### config.mk
export PLATFORM = sky130hd
export DESIGN_NAME = axi_lite_arbiter_flat
export DESIGN_NICKNAME = d
export VERILOG_FILES = /design/src/rtl/axi_pkg.sv /design/src/rtl/axi_lite_if.sv /design/src/rtl/axi_lite_watchdog.sv /design/src/rtl/axi_lite_arbiter.sv /design/src/flat_wrapper.sv
export SDC_FILE = /design/constraint.sdc
export NUM_CORES = 1
export LEC_CHECK = 0
export BUFFER_PORTS_ARGS = -buffer_cell sky130_fd_sc_hd__buf_2
export CORE_AREA = 8 8 171 173
export CTS_CLUSTER_DIAMETER = 120
export DETAILED_ROUTE_END_ITERATION = 6
export DIE_AREA = 0 0 179 181
export HOLD_SLACK_MARGIN = 0.08
export PLACE_DENSITY = 0.34
export SYNTH_ARGS = -nofsm -noshare
export SYNTH_HDL_FRONTEND = slang
export SYNTH_SLANG_ARGS = --single-unit
### constraint.sdc
create_clock -name clk -period 2.85 [get_ports clk]
set_clock_uncertainty 0.1 [all_clocks]
set_input_delay 0.1425 -clock clk [delete_from_list [all_inputs] [get_ports clk]]
set_output_delay 0.1425 -clock clk [all_outputs]
set_load 0.1 [all_outputs]
### src/rtl/axi_pkg.sv
// Shared types and constants for the AXI-lite arbiter slice.
// States, response codes and transfer-size encodings.
package axi_pkg;

  localparam int ADDR_W = 32;
  localparam int DATA_W = 32;
  localparam int STRB_W = DATA_W / 8;

  typedef enum logic [2:0] {
    IDLE,
    RD_IFU,
    RD_LSU,
    WR_LSU,
    DRAIN
  } arb_state_t;

  localparam logic [1:0] RESP_OKAY   = 2'b00;
  localparam logic [1:0] RESP_SLVERR = 2'b10;

  localparam logic [2:0] SIZE_BYTE = 3'b000;
  localparam logic [2:0] SIZE_HALF = 3'b001;
  localparam logic [2:0] SIZE_WORD = 3'b010;

endpackage

### src/rtl/axi_lite_if.sv
// AXI-lite bundle shared by the IFU, LSU and memory ports.
// master drives requests; slave drives readies and responses.
interface axi_lite_if;
  import axi_pkg::*;

  logic [ADDR_W-1:0] awaddr;
  logic              awvalid;
  logic              awready;
  logic [DATA_W-1:0] wdata;
  logic [STRB_W-1:0] wstrb;
  logic              wvalid;
  logic              wready;
  logic [1:0]        bresp;
  logic              bvalid;
  logic              bready;
  logic [ADDR_W-1:0] araddr;
  logic [2:0]        arsize;
  logic              arvalid;
  logic              arready;
  logic [DATA_W-1:0] rdata;
  logic [1:0]        rresp;
  logic              rvalid;
  logic              rready;

  modport master (
    output awaddr, awvalid, wdata, wstrb, wvalid,
    output bready, araddr, arsize, arvalid, rready,
    input  awready, wready, bresp, bvalid,
    input  arready, rdata, rresp, rvalid
  );

  modport slave (
    input  awaddr, awvalid, wdata, wstrb, wvalid,
    input  bready, araddr, arsize, arvalid, rready,
    output awready, wready, bresp, bvalid,
    output arready, rdata, rresp, rvalid
  );

endinterface

### src/rtl/axi_lite_watchdog.sv
// Response watchdog: counts wait cycles, fires at TIMEOUT_CYCLES.
// TIMEOUT_CYCLES of 0 keeps fire permanently low.
module axi_lite_watchdog #(
  parameter int TIMEOUT_CYCLES = 1023,
  parameter int CNT_W          = 10
) (
  input  logic clk,
  input  logic rst,
  input  logic clear,
  input  logic enable,
  output logic fire
);

  localparam logic [CNT_W-1:0] LIMIT = CNT_W'(TIMEOUT_CYCLES);
  localparam bit ACTIVE = (TIMEOUT_CYCLES != 0);

  logic [CNT_W-1:0] cnt;

  always_ff @(posedge clk or posedge rst) begin
    if (rst) begin
      cnt <= '0;
    end else if (clear) begin
      cnt <= '0;
    end else if (enable) begin
      cnt <= cnt + 1'b1;
    end
  end

  assign fire = ACTIVE && enable && (cnt == LIMIT);

endmodule

### src/rtl/axi_lite_arbiter.sv
// Two-master (LSU > IFU) to one-slave AXI-lite arbiter.
// One outstanding transaction, with a response watchdog.
module axi_lite_arbiter
  import axi_pkg::*;
#(
  parameter int TIMEOUT_CYCLES = 1023,
  parameter int CNT_W          = 10
) (
  input  logic       clk,
  input  logic       rst,
  axi_lite_if.slave  ifu_if,
  axi_lite_if.slave  lsu_if,
  axi_lite_if.master mem_if,
  output logic       arb_busy,
  output logic       arb_timeout
);

  arb_state_t state, state_next;
  logic waiting;
  logic wd_fire;
  logic rd_done;
  logic wr_done;

  always_ff @(posedge clk or posedge rst) begin
    if (rst) state <= IDLE;
    else     state <= state_next;
  end

  assign waiting = (state == RD_IFU) || (state == RD_LSU) ||
                   (state == WR_LSU);
  assign rd_done = mem_if.rvalid && mem_if.rready;
  assign wr_done = mem_if.bvalid && mem_if.bready;
  assign arb_busy = (state != IDLE);

  axi_lite_watchdog #(
    .TIMEOUT_CYCLES(TIMEOUT_CYCLES),
    .CNT_W         (CNT_W)
  ) u_wd (
    .clk   (clk),
    .rst   (rst),
    .clear (!waiting),
    .enable(waiting),
    .fire  (wd_fire)
  );

  always_comb begin
    state_next     = state;
    arb_timeout    = 1'b0;

    mem_if.awaddr  = '0;
    mem_if.awvalid = 1'b0;
    mem_if.wdata   = '0;
    mem_if.wstrb   = '0;
    mem_if.wvalid  = 1'b0;
    mem_if.bready  = 1'b0;
    mem_if.araddr  = '0;
    mem_if.arsize  = '0;
    mem_if.arvalid = 1'b0;
    mem_if.rready  = 1'b0;

    ifu_if.awready = 1'b0;
    ifu_if.wready  = 1'b0;
    ifu_if.bresp   = RESP_OKAY;
    ifu_if.bvalid  = 1'b0;
    ifu_if.arready = 1'b0;
    ifu_if.rdata   = '0;
    ifu_if.rresp   = RESP_OKAY;
    ifu_if.rvalid  = 1'b0;

    lsu_if.awready = 1'b0;
    lsu_if.wready  = 1'b0;
    lsu_if.bresp   = RESP_OKAY;
    lsu_if.bvalid  = 1'b0;
    lsu_if.arready = 1'b0;
    lsu_if.rdata   = '0;
    lsu_if.rresp   = RESP_OKAY;
    lsu_if.rvalid  = 1'b0;

    unique case (state)
      IDLE: begin
        if (lsu_if.awvalid || lsu_if.wvalid) state_next = WR_LSU;
        else if (lsu_if.arvalid)             state_next = RD_LSU;
        else if (ifu_if.arvalid)             state_next = RD_IFU;
      end

      RD_IFU: begin
        mem_if.araddr  = ifu_if.araddr;
        mem_if.arsize  = ifu_if.arsize;
        mem_if.arvalid = ifu_if.arvalid;
        mem_if.rready  = ifu_if.rready;
        ifu_if.arready = mem_if.arready;
        ifu_if.rdata   = mem_if.rdata;
        ifu_if.rresp   = mem_if.rresp;
        ifu_if.rvalid  = mem_if.rvalid;
        // A real response in the firing cycle beats the forged one.
        if (rd_done) begin
          state_next = IDLE;
        end else if (wd_fire) begin
          ifu_if.rvalid = 1'b1;
          ifu_if.rresp  = RESP_SLVERR;
          ifu_if.rdata  = '0;
          arb_timeout   = 1'b1;
          state_next    = DRAIN;
        end
      end

      RD_LSU: begin
        mem_if.araddr  = lsu_if.araddr;
        mem_if.arsize  = lsu_if.arsize;
        mem_if.arvalid = lsu_if.arvalid;
        mem_if.rready  = lsu_if.rready;
        lsu_if.arready = mem_if.arready;
        lsu_if.rdata   = mem_if.rdata;
        lsu_if.rresp   = mem_if.rresp;
        lsu_if.rvalid  = mem_if.rvalid;
        if (rd_done) begin
          state_next = IDLE;
        end else if (wd_fire) begin
          lsu_if.rvalid = 1'b1;
          lsu_if.rresp  = RESP_SLVERR;
          lsu_if.rdata  = '0;
          arb_timeout   = 1'b1;
          state_next    = DRAIN;
        end
      end

      WR_LSU: begin
        mem_if.awaddr  = lsu_if.awaddr;
        mem_if.awvalid = lsu_if.awvalid;
        mem_if.wdata   = lsu_if.wdata;
        mem_if.wstrb   = lsu_if.wstrb;
        mem_if.wvalid  = lsu_if.wvalid;
        mem_if.bready  = lsu_if.bready;
        lsu_if.awready = mem_if.awready;
        lsu_if.wready  = mem_if.wready;
        lsu_if.bresp   = mem_if.bresp;
        lsu_if.bvalid  = mem_if.bvalid;
        if (wr_done) begin
          state_next = IDLE;
        end else if (wd_fire) begin
          lsu_if.bvalid = 1'b1;
          lsu_if.bresp  = RESP_SLVERR;
          arb_timeout   = 1'b1;
          state_next    = DRAIN;
        end
      end

      DRAIN: begin
        // Swallow the late response so it never reaches a master.
        mem_if.rready = 1'b1;
        mem_if.bready = 1'b1;
        if (mem_if.rvalid || mem_if.bvalid) state_next = IDLE;
      end

      default: state_next = IDLE;
    endcase
  end

endmodule

### src/flat_wrapper.sv
// flat-port wrapper written by rule: the top's interface ports become plain ports
module axi_lite_arbiter_flat import axi_pkg::*;
#(
  parameter int TIMEOUT_CYCLES = 1023,
  parameter int CNT_W          = 10
)
  (clk, rst, arb_busy, arb_timeout, ifu_if_awaddr, ifu_if_awvalid, ifu_if_wdata, ifu_if_wstrb, ifu_if_wvalid, ifu_if_bready, ifu_if_araddr, ifu_if_arsize, ifu_if_arvalid, ifu_if_rready, ifu_if_awready, ifu_if_wready, ifu_if_bresp, ifu_if_bvalid, ifu_if_arready, ifu_if_rdata, ifu_if_rresp, ifu_if_rvalid, lsu_if_awaddr, lsu_if_awvalid, lsu_if_wdata, lsu_if_wstrb, lsu_if_wvalid, lsu_if_bready, lsu_if_araddr, lsu_if_arsize, lsu_if_arvalid, lsu_if_rready, lsu_if_awready, lsu_if_wready, lsu_if_bresp, lsu_if_bvalid, lsu_if_arready, lsu_if_rdata, lsu_if_rresp, lsu_if_rvalid, mem_if_awaddr, mem_if_awvalid, mem_if_wdata, mem_if_wstrb, mem_if_wvalid, mem_if_bready, mem_if_araddr, mem_if_arsize, mem_if_arvalid, mem_if_rready, mem_if_awready, mem_if_wready, mem_if_bresp, mem_if_bvalid, mem_if_arready, mem_if_rdata, mem_if_rresp, mem_if_rvalid);
  axi_lite_if ifu_if_i ();
  axi_lite_if lsu_if_i ();
  axi_lite_if mem_if_i ();
  input  logic clk;
  input  logic rst;
  output logic arb_busy;
  output logic arb_timeout;
  input wire logic [$bits(ifu_if_i.awaddr)-1:0] ifu_if_awaddr;
  input wire logic [$bits(ifu_if_i.awvalid)-1:0] ifu_if_awvalid;
  input wire logic [$bits(ifu_if_i.wdata)-1:0] ifu_if_wdata;
  input wire logic [$bits(ifu_if_i.wstrb)-1:0] ifu_if_wstrb;
  input wire logic [$bits(ifu_if_i.wvalid)-1:0] ifu_if_wvalid;
  input wire logic [$bits(ifu_if_i.bready)-1:0] ifu_if_bready;
  input wire logic [$bits(ifu_if_i.araddr)-1:0] ifu_if_araddr;
  input wire logic [$bits(ifu_if_i.arsize)-1:0] ifu_if_arsize;
  input wire logic [$bits(ifu_if_i.arvalid)-1:0] ifu_if_arvalid;
  input wire logic [$bits(ifu_if_i.rready)-1:0] ifu_if_rready;
  output wire logic [$bits(ifu_if_i.awready)-1:0] ifu_if_awready;
  output wire logic [$bits(ifu_if_i.wready)-1:0] ifu_if_wready;
  output wire logic [$bits(ifu_if_i.bresp)-1:0] ifu_if_bresp;
  output wire logic [$bits(ifu_if_i.bvalid)-1:0] ifu_if_bvalid;
  output wire logic [$bits(ifu_if_i.arready)-1:0] ifu_if_arready;
  output wire logic [$bits(ifu_if_i.rdata)-1:0] ifu_if_rdata;
  output wire logic [$bits(ifu_if_i.rresp)-1:0] ifu_if_rresp;
  output wire logic [$bits(ifu_if_i.rvalid)-1:0] ifu_if_rvalid;
  input wire logic [$bits(lsu_if_i.awaddr)-1:0] lsu_if_awaddr;
  input wire logic [$bits(lsu_if_i.awvalid)-1:0] lsu_if_awvalid;
  input wire logic [$bits(lsu_if_i.wdata)-1:0] lsu_if_wdata;
  input wire logic [$bits(lsu_if_i.wstrb)-1:0] lsu_if_wstrb;
  input wire logic [$bits(lsu_if_i.wvalid)-1:0] lsu_if_wvalid;
  input wire logic [$bits(lsu_if_i.bready)-1:0] lsu_if_bready;
  input wire logic [$bits(lsu_if_i.araddr)-1:0] lsu_if_araddr;
  input wire logic [$bits(lsu_if_i.arsize)-1:0] lsu_if_arsize;
  input wire logic [$bits(lsu_if_i.arvalid)-1:0] lsu_if_arvalid;
  input wire logic [$bits(lsu_if_i.rready)-1:0] lsu_if_rready;
  output wire logic [$bits(lsu_if_i.awready)-1:0] lsu_if_awready;
  output wire logic [$bits(lsu_if_i.wready)-1:0] lsu_if_wready;
  output wire logic [$bits(lsu_if_i.bresp)-1:0] lsu_if_bresp;
  output wire logic [$bits(lsu_if_i.bvalid)-1:0] lsu_if_bvalid;
  output wire logic [$bits(lsu_if_i.arready)-1:0] lsu_if_arready;
  output wire logic [$bits(lsu_if_i.rdata)-1:0] lsu_if_rdata;
  output wire logic [$bits(lsu_if_i.rresp)-1:0] lsu_if_rresp;
  output wire logic [$bits(lsu_if_i.rvalid)-1:0] lsu_if_rvalid;
  output wire logic [$bits(mem_if_i.awaddr)-1:0] mem_if_awaddr;
  output wire logic [$bits(mem_if_i.awvalid)-1:0] mem_if_awvalid;
  output wire logic [$bits(mem_if_i.wdata)-1:0] mem_if_wdata;
  output wire logic [$bits(mem_if_i.wstrb)-1:0] mem_if_wstrb;
  output wire logic [$bits(mem_if_i.wvalid)-1:0] mem_if_wvalid;
  output wire logic [$bits(mem_if_i.bready)-1:0] mem_if_bready;
  output wire logic [$bits(mem_if_i.araddr)-1:0] mem_if_araddr;
  output wire logic [$bits(mem_if_i.arsize)-1:0] mem_if_arsize;
  output wire logic [$bits(mem_if_i.arvalid)-1:0] mem_if_arvalid;
  output wire logic [$bits(mem_if_i.rready)-1:0] mem_if_rready;
  input wire logic [$bits(mem_if_i.awready)-1:0] mem_if_awready;
  input wire logic [$bits(mem_if_i.wready)-1:0] mem_if_wready;
  input wire logic [$bits(mem_if_i.bresp)-1:0] mem_if_bresp;
  input wire logic [$bits(mem_if_i.bvalid)-1:0] mem_if_bvalid;
  input wire logic [$bits(mem_if_i.arready)-1:0] mem_if_arready;
  input wire logic [$bits(mem_if_i.rdata)-1:0] mem_if_rdata;
  input wire logic [$bits(mem_if_i.rresp)-1:0] mem_if_rresp;
  input wire logic [$bits(mem_if_i.rvalid)-1:0] mem_if_rvalid;
  assign ifu_if_i.awaddr = ifu_if_awaddr;
  assign ifu_if_i.awvalid = ifu_if_awvalid;
  assign ifu_if_i.wdata = ifu_if_wdata;
  assign ifu_if_i.wstrb = ifu_if_wstrb;
  assign ifu_if_i.wvalid = ifu_if_wvalid;
  assign ifu_if_i.bready = ifu_if_bready;
  assign ifu_if_i.araddr = ifu_if_araddr;
  assign ifu_if_i.arsize = ifu_if_arsize;
  assign ifu_if_i.arvalid = ifu_if_arvalid;
  assign ifu_if_i.rready = ifu_if_rready;
  assign ifu_if_awready = ifu_if_i.awready;
  assign ifu_if_wready = ifu_if_i.wready;
  assign ifu_if_bresp = ifu_if_i.bresp;
  assign ifu_if_bvalid = ifu_if_i.bvalid;
  assign ifu_if_arready = ifu_if_i.arready;
  assign ifu_if_rdata = ifu_if_i.rdata;
  assign ifu_if_rresp = ifu_if_i.rresp;
  assign ifu_if_rvalid = ifu_if_i.rvalid;
  assign lsu_if_i.awaddr = lsu_if_awaddr;
  assign lsu_if_i.awvalid = lsu_if_awvalid;
  assign lsu_if_i.wdata = lsu_if_wdata;
  assign lsu_if_i.wstrb = lsu_if_wstrb;
  assign lsu_if_i.wvalid = lsu_if_wvalid;
  assign lsu_if_i.bready = lsu_if_bready;
  assign lsu_if_i.araddr = lsu_if_araddr;
  assign lsu_if_i.arsize = lsu_if_arsize;
  assign lsu_if_i.arvalid = lsu_if_arvalid;
  assign lsu_if_i.rready = lsu_if_rready;
  assign lsu_if_awready = lsu_if_i.awready;
  assign lsu_if_wready = lsu_if_i.wready;
  assign lsu_if_bresp = lsu_if_i.bresp;
  assign lsu_if_bvalid = lsu_if_i.bvalid;
  assign lsu_if_arready = lsu_if_i.arready;
  assign lsu_if_rdata = lsu_if_i.rdata;
  assign lsu_if_rresp = lsu_if_i.rresp;
  assign lsu_if_rvalid = lsu_if_i.rvalid;
  assign mem_if_awaddr = mem_if_i.awaddr;
  assign mem_if_awvalid = mem_if_i.awvalid;
  assign mem_if_wdata = mem_if_i.wdata;
  assign mem_if_wstrb = mem_if_i.wstrb;
  assign mem_if_wvalid = mem_if_i.wvalid;
  assign mem_if_bready = mem_if_i.bready;
  assign mem_if_araddr = mem_if_i.araddr;
  assign mem_if_arsize = mem_if_i.arsize;
  assign mem_if_arvalid = mem_if_i.arvalid;
  assign mem_if_rready = mem_if_i.rready;
  assign mem_if_i.awready = mem_if_awready;
  assign mem_if_i.wready = mem_if_wready;
  assign mem_if_i.bresp = mem_if_bresp;
  assign mem_if_i.bvalid = mem_if_bvalid;
  assign mem_if_i.arready = mem_if_arready;
  assign mem_if_i.rdata = mem_if_rdata;
  assign mem_if_i.rresp = mem_if_rresp;
  assign mem_if_i.rvalid = mem_if_rvalid;
  axi_lite_arbiter #(.TIMEOUT_CYCLES(TIMEOUT_CYCLES), .CNT_W(CNT_W)) u_core (.clk(clk), .rst(rst), .ifu_if(ifu_if_i), .lsu_if(lsu_if_i), .mem_if(mem_if_i), .arb_busy(arb_busy), .arb_timeout(arb_timeout));
endmodule
# Word level (Yosys, flattened, before mapping)
# Index checks and enable logic that the tools add are counted.
# Widths: inputs -> output; s select.
[word_totals]
reg_bits = 13
inputBits = 259
output_inout_bits = 192
elab_cells = 66
[op_classes]
n_addsub = 1
n_eq_ne = 7
mux = 45
reduce_logical = 11
[ops]
columns = ["operator", "count"]
rows = [
  ["$mux 32", 6],
  ["$pmux 32 s2", 1],
  ["$mux 3", 7],
  ["$mux 1", 16],
  ["$mux 2", 7],
  ["$pmux 3 s4", 1],
  ["$add 10x1->10 const B", 1],
  ["$eq 10x10->1 const B", 1],
  ["$mux 10", 1],
  ["$eq 3x2->1 const B", 2],
  ["$pmux 1 s2", 3],
  ["$pmux 3 s2", 1],
  ["$logic_or 1x1->1", 4],
  ["$mux 4", 1],
  ["$ne 4x3->1 const B", 1],
  ["$eq 3x1->1 const B", 1],
  ["$eq 3x3->1 const B", 1],
  ["$logic_and 1x1->1", 3],
  ["$logic_not 3->1", 1],
  ["$pmux 1 s3", 1],
  ["$reduce_bool 3->1", 1],
  ["$ne 2x1->1 const B", 1],
  ["$reduce_and 2->1", 1],
  ["$reduce_or 2->1", 1],
]

# Longest topological paths before layout
[logic_depth]
ltp_word = 7
ltp_mapped = 7
ltp_nobuf = 5

# Cells and area by module
# Synthesis repeated with hierarchy kept, for this count alone.
[unflattened]
hier_cells = 314
area_unflattened_um2 = 2397.3
[by_module_without_submodules]
columns = ["module", "instances", "cells_per_inst", "area_each_um2", "seq_area_each_um2"]
rows = [
  ["axi_lite_arbiter", 1, 263, 1880.6, 75.1],
  ["axi_lite_watchdog", 1, 51, 516.7, 250.2],
]

# Least setup slack after synthesis
# OpenSTA, ideal clock, no wires.
[synth_timing]
path_kind = "register to output"
start = "reg u_core.state[2]"
end = "out lsu_if_bresp[0]"
arrival_time_ns = 4.477
required_ns = 2.608
slack_ns = -1.869
stages_incl_launch_ff = 6
n_path_buf = 1
cell_sequence = "dfrtp_1 -> buf_4 -> nand2b_1 -> o21ai_0 -> a21oi_1 -> nor2_1"
[synth_via]
word_cells_on_any_way = 12
cone_classes = "4 x eq/ne; 4 x mux; 4 x reduce/logical"
[synth_rtl]
columns = ["item", "line", "text"]
rows = [
  ["from (decl)", "axi_lite_arbiter.sv:18", "arb_state_t state, state_next;"],
  ["from (signal assigned)", "axi_lite_arbiter.sv:26", "else state <= state_next;"],
  ["$eq 3x3->1 or $eq 3x2->1 (tied branches)", "axi_lite_arbiter.sv:79", "unique case (state)"],
  ["$pmux 1 s2 *", "axi_lite_arbiter.sv:79", ""],
  ["net mem_if_bready", "flat_wrapper.sv:56", "output wire logic [$bits(mem_if_i.bready)-1:0] mem_if_bready;"],
  ["$logic_and 1x1->1 *", "axi_lite_arbiter.sv:32", "assign wr_done = mem_if.bvalid && mem_if.bready;"],
  ["$mux 2 *", "axi_lite_arbiter.sv:138", "if (wr_done) begin"],
  ["$mux 2 *", "axi_lite_arbiter.sv:79", ""],
  ["to (decl)", "flat_wrapper.sv:45", "output wire logic [$bits(lsu_if_i.bresp)-1:0] lsu_if_bresp;"],
]
# Mark *: on every way through the listed nets, which the timed path passes. The rest lies on a longest branch.

# Worst setup path after layout
[layout_timing]
start = "reg u_core.state[1]"
end = "out lsu_if_rdata[24]"
[layout_via]
elab_chain_len = 7
word_cells_on_any_way = 12
cone_classes = "4 x eq/ne; 4 x mux; 4 x reduce/logical"
[layout_lines]
columns = ["item", "line", "text"]
rows = [
  ["$eq 3x1->1 or $eq 3x2->1 (tied branches)", "axi_lite_arbiter.sv:29, axi_lite_arbiter.sv:79", ""],
  ["$logic_or 1x1->1 (2 in series)", "axi_lite_arbiter.sv:29", "assign waiting = (state == RD_IFU) || (state == RD_LSU) ||"],
  ["$logic_and 1x1->1", "axi_lite_watchdog.sv:29", "assign fire = ACTIVE && enable && (cnt == LIMIT);"],
  ["$mux 32", "axi_lite_arbiter.sv:118", "end else if (wd_fire) begin"],
  ["$mux 32", "axi_lite_arbiter.sv:116", "if (rd_done) begin"],
  ["$mux 32 *", "axi_lite_arbiter.sv:79", ""],
  ["to (decl)", "flat_wrapper.sv:48", "output wire logic [$bits(lsu_if_i.rdata)-1:0] lsu_if_rdata;"],
]
# Mark *: on every way between the ends. The rest lies on a longest branch, timed or not.

==> flow_metrics.env <==
export IMPL_num_rows=60
export IMPL_drive_above_1_share_pct=59.5
export IMPL_cts_setup_buffers=0
export IMPL_grt_pass1_wl_mm=23.7
export IMPL_grt_usage_pct=9.32
export IMPL_yosys_most_used_dff="dfrtp_1"
export IMPL_via_count=3822
export IMPL_wl_per_cell_um=16.9
export IMPL_relSlewSlack_pct=63.0
export IMPL_period_needed_ps=2600
export IMPL_worst_hold_slack_ps=159
export IMPL_hp_class="in2reg"
export IMPL_nets=928
export IMPL_cts_reportedPaths_clkPinSlew_ps=40
export IMPL_drt_iter0_drc=127
export IMPL_pre_cts_slack_ps=336
export IMPL_synth_top_cell_area_share_pct=39.0
export IMPL_finalWirelength_mm=17.0
export IMPL_h_tree_depth=1
export IMPL_yosysSeqAreaShare_pct=14.5
export IMPL_worst_pin_slew_ps=554
export IMPL_grt_max_degree=77
export IMPL_gp_congestion=0.772
export IMPL_drv_cap=0
export IMPL_fmax_mhz=384
export IMPL_synth_edf_count=0
export IMPL_synth_common_cells="140 x and3_1, 36 x a22o_1, 31 x clkbuf_1"
export IMPL_worst_r2r_path_depth=6
export IMPL_yosysTopAreaCell="and3_1"
export IMPL_cp_data_required_time_ps=2610
export IMPL_cts_tree="built"
export IMPL_crit_type="reg2out"
export IMPL_placedInstanceArea_mm2=0.00515
export IMPL_hold_violations=0
export IMPL_io_pins=451
export IMPL_cts_made_buffers=3
export IMPL_cp_start_kind="flip-flop"
export IMPL_finalWorstSetupSlack_ps=246
export IMPL_route_detailed_drc=0
export IMPL_setup_violations=0
export IMPL_async_reset_ff_share_pct=100
export IMPL_synth_area_per_cell_um2=7.03
export IMPL_synth_most_common_cell="and3_1"
export IMPL_synth_cells=320
export IMPL_ant_nets=0
export IMPL_core_mm2=0.0265
export IMPL_crit_start="u_core.state[1]"
export IMPL_drt_pass1_iter_count=4
export IMPL_initial_core_util_pct=8.48
export IMPL_clk_latency_ps=240
export IMPL_die_area_mm2=0.0324
export IMPL_finish_instance_area_mm2=0.00525
export IMPL_status="finished, final reports clean"
export IMPL_area_delta_synth_final_pct=133
export IMPL_insertedDiodeCount=0
export IMPL_synth_area_mm2=0.00225
export IMPL_grt_overflow=0
export IMPL_viasPerCell=3.79
export IMPL_clockBufferDepth=2
export IMPL_grt_pass1_vias=3894
export IMPL_r2r_start="u_core.state[0]"
export IMPL_rsz0062_at_grt="false"
export IMPL_yosys_top_cells_area="and3_1 39%, dfrtp_1 14%, a22o_1 14%, clkbuf_1 5.2%, nor2_1 2.7%"
export IMPL_endpoint_kind="output pin"
export IMPL_min_period_over_period_pct=91.4
export IMPL_ys_ff_latch=13
export IMPL_setup_worst_path_end="lsu_if_rdata[24]"
export IMPL_antenna_found_initial=1
export IMPL_die_x_um=179
export IMPL_slew_viol_final=0
export IMPL_die_y_um=181
export IMPL_hpwl_mm=14.6
export IMPL_rrSetupSlack_ps=900
export IMPL_ys_types=38
export IMPL_worstReg2RegEnd="u_core.state[2]"
export IMPL_cp_arrival_ps=2360
export IMPL_io_buffers=374
export IMPL_cts_sinks=13
export IMPL_nFillCells=2977
export IMPL_synth_warnings=0
export IMPL_root_buffer="clkbuf_16"
export IMPL_path_max_fanout=68
==> worst max-delay path: stages, from the launching register on <==
cell	delay [ps]
dfrtp_2	460
or3b_1	450
a31oi_1	180
nand3b_2	160
buf_12	220
and3_1	200
buf_2	430
==> cells in the final DEF (no fill, tap or decap), drive strengths merged <==
cell type / count
buf: 384
and3: 140
a22o: 36
nor2: 16
dfrtp: 13
inv: 9
nand3: 6
nand2: 6
conb: 5
xor2: 4
clkbuf: 4
a21boi: 4
a21oi: 3
a31oi: 3
and2: 3
xnor2: 3
o21ai: 3
nand2b: 2
and4: 2
nand4: 2
nand4bb: 2
o21a: 2
nor2b: 2
o32ai: 1
o21bai: 1
nor3: 1
o311ai: 1
o41ai: 1
or4: 1
or3b: 1
nand3b: 1
or3: 1
a211oi: 1
o22ai: 1
ha: 1
dlygate4sd3: 1
==> worst min-delay path by stage <==
stage                             start                  to  slack (ps)  cells after the start
after floorplan                     rst     u_core.state[0]         -80                      1
after global placement              rst  u_core.u_wd.cnt[4]         110                      2
after detailed placement            rst  u_core.u_wd.cnt[0]         110                      2
after CTS                 mem_if_rvalid     u_core.state[2]         160                      4
after global routing      mem_if_rvalid     u_core.state[2]         170                      4
final                     mem_if_rvalid     u_core.state[2]         160                      4
==> cells by family after synthesis <==
| group | Yosys count | synth area share, % |
|---|---|---|
| AOI/OAI and AO/OA | 57 | 20.3 |
| xor gates and xnor gates | 7 | 2.73 |
| adders and majority gates | 1 | 0.556 |
| buffers and inverters | 55 | 11.8 |
| DFF | 13 | 14.5 |
| other | 1 | 0.167 |
| and+or+nand+nor | 186 | 50.0 |
==> stage by stage <==
stage	TNS [ps]	utilization, %	cells
final	0	19.8	1008
after global routing	0	19.8	1008
after CTS	0	19.8	1008
after detailed placement	0	19.4	1003
after global placement	0	19.4	1003
after floorplan	-278	-	324
==> sequential cells by signal (all words and copies together), names as in the netlist <==
signal / cells
u_core.state: 3
u_core.u_wd.cnt: 10
==> repair_timing <==
| action | 4_1_cts | 5_1_grt |
|---|---|---|
| endpoints found under the setup margin | 0 | 1 |
| hold buffers | 1 | 0 |
| endpoints found under the hold margin | 13 | 0 |
| resized for setup | 0 | 1 |
==> routing by layer <==
metal | vias to the layer above | part of all wire (%) | GRT usage (%)
met5 | - | 0.071 | 0
met4 | 2 | 0.42 | 0.893
met3 | 6 | 13 | 2.92
met2 | 268 | 50 | 17.2
met1 | 1676 | 37 | 10.5
li1 | 1870 | - | -
==> cell type report <==
type	count	area (um2)	share of cell area (%)
repair buffers	385	2670	50.8
multi-input cells	256	1710	32.6
well taps	341	427	8.13
flip-flops and latches	13	327	6.22
clock buffers	4	78.8	1.50
inverters	9	33.8	0.644
Power is left out: the tool's default activity adds up to more than one toggle a clock period on the data nets, which glitch-free logic cannot reach.
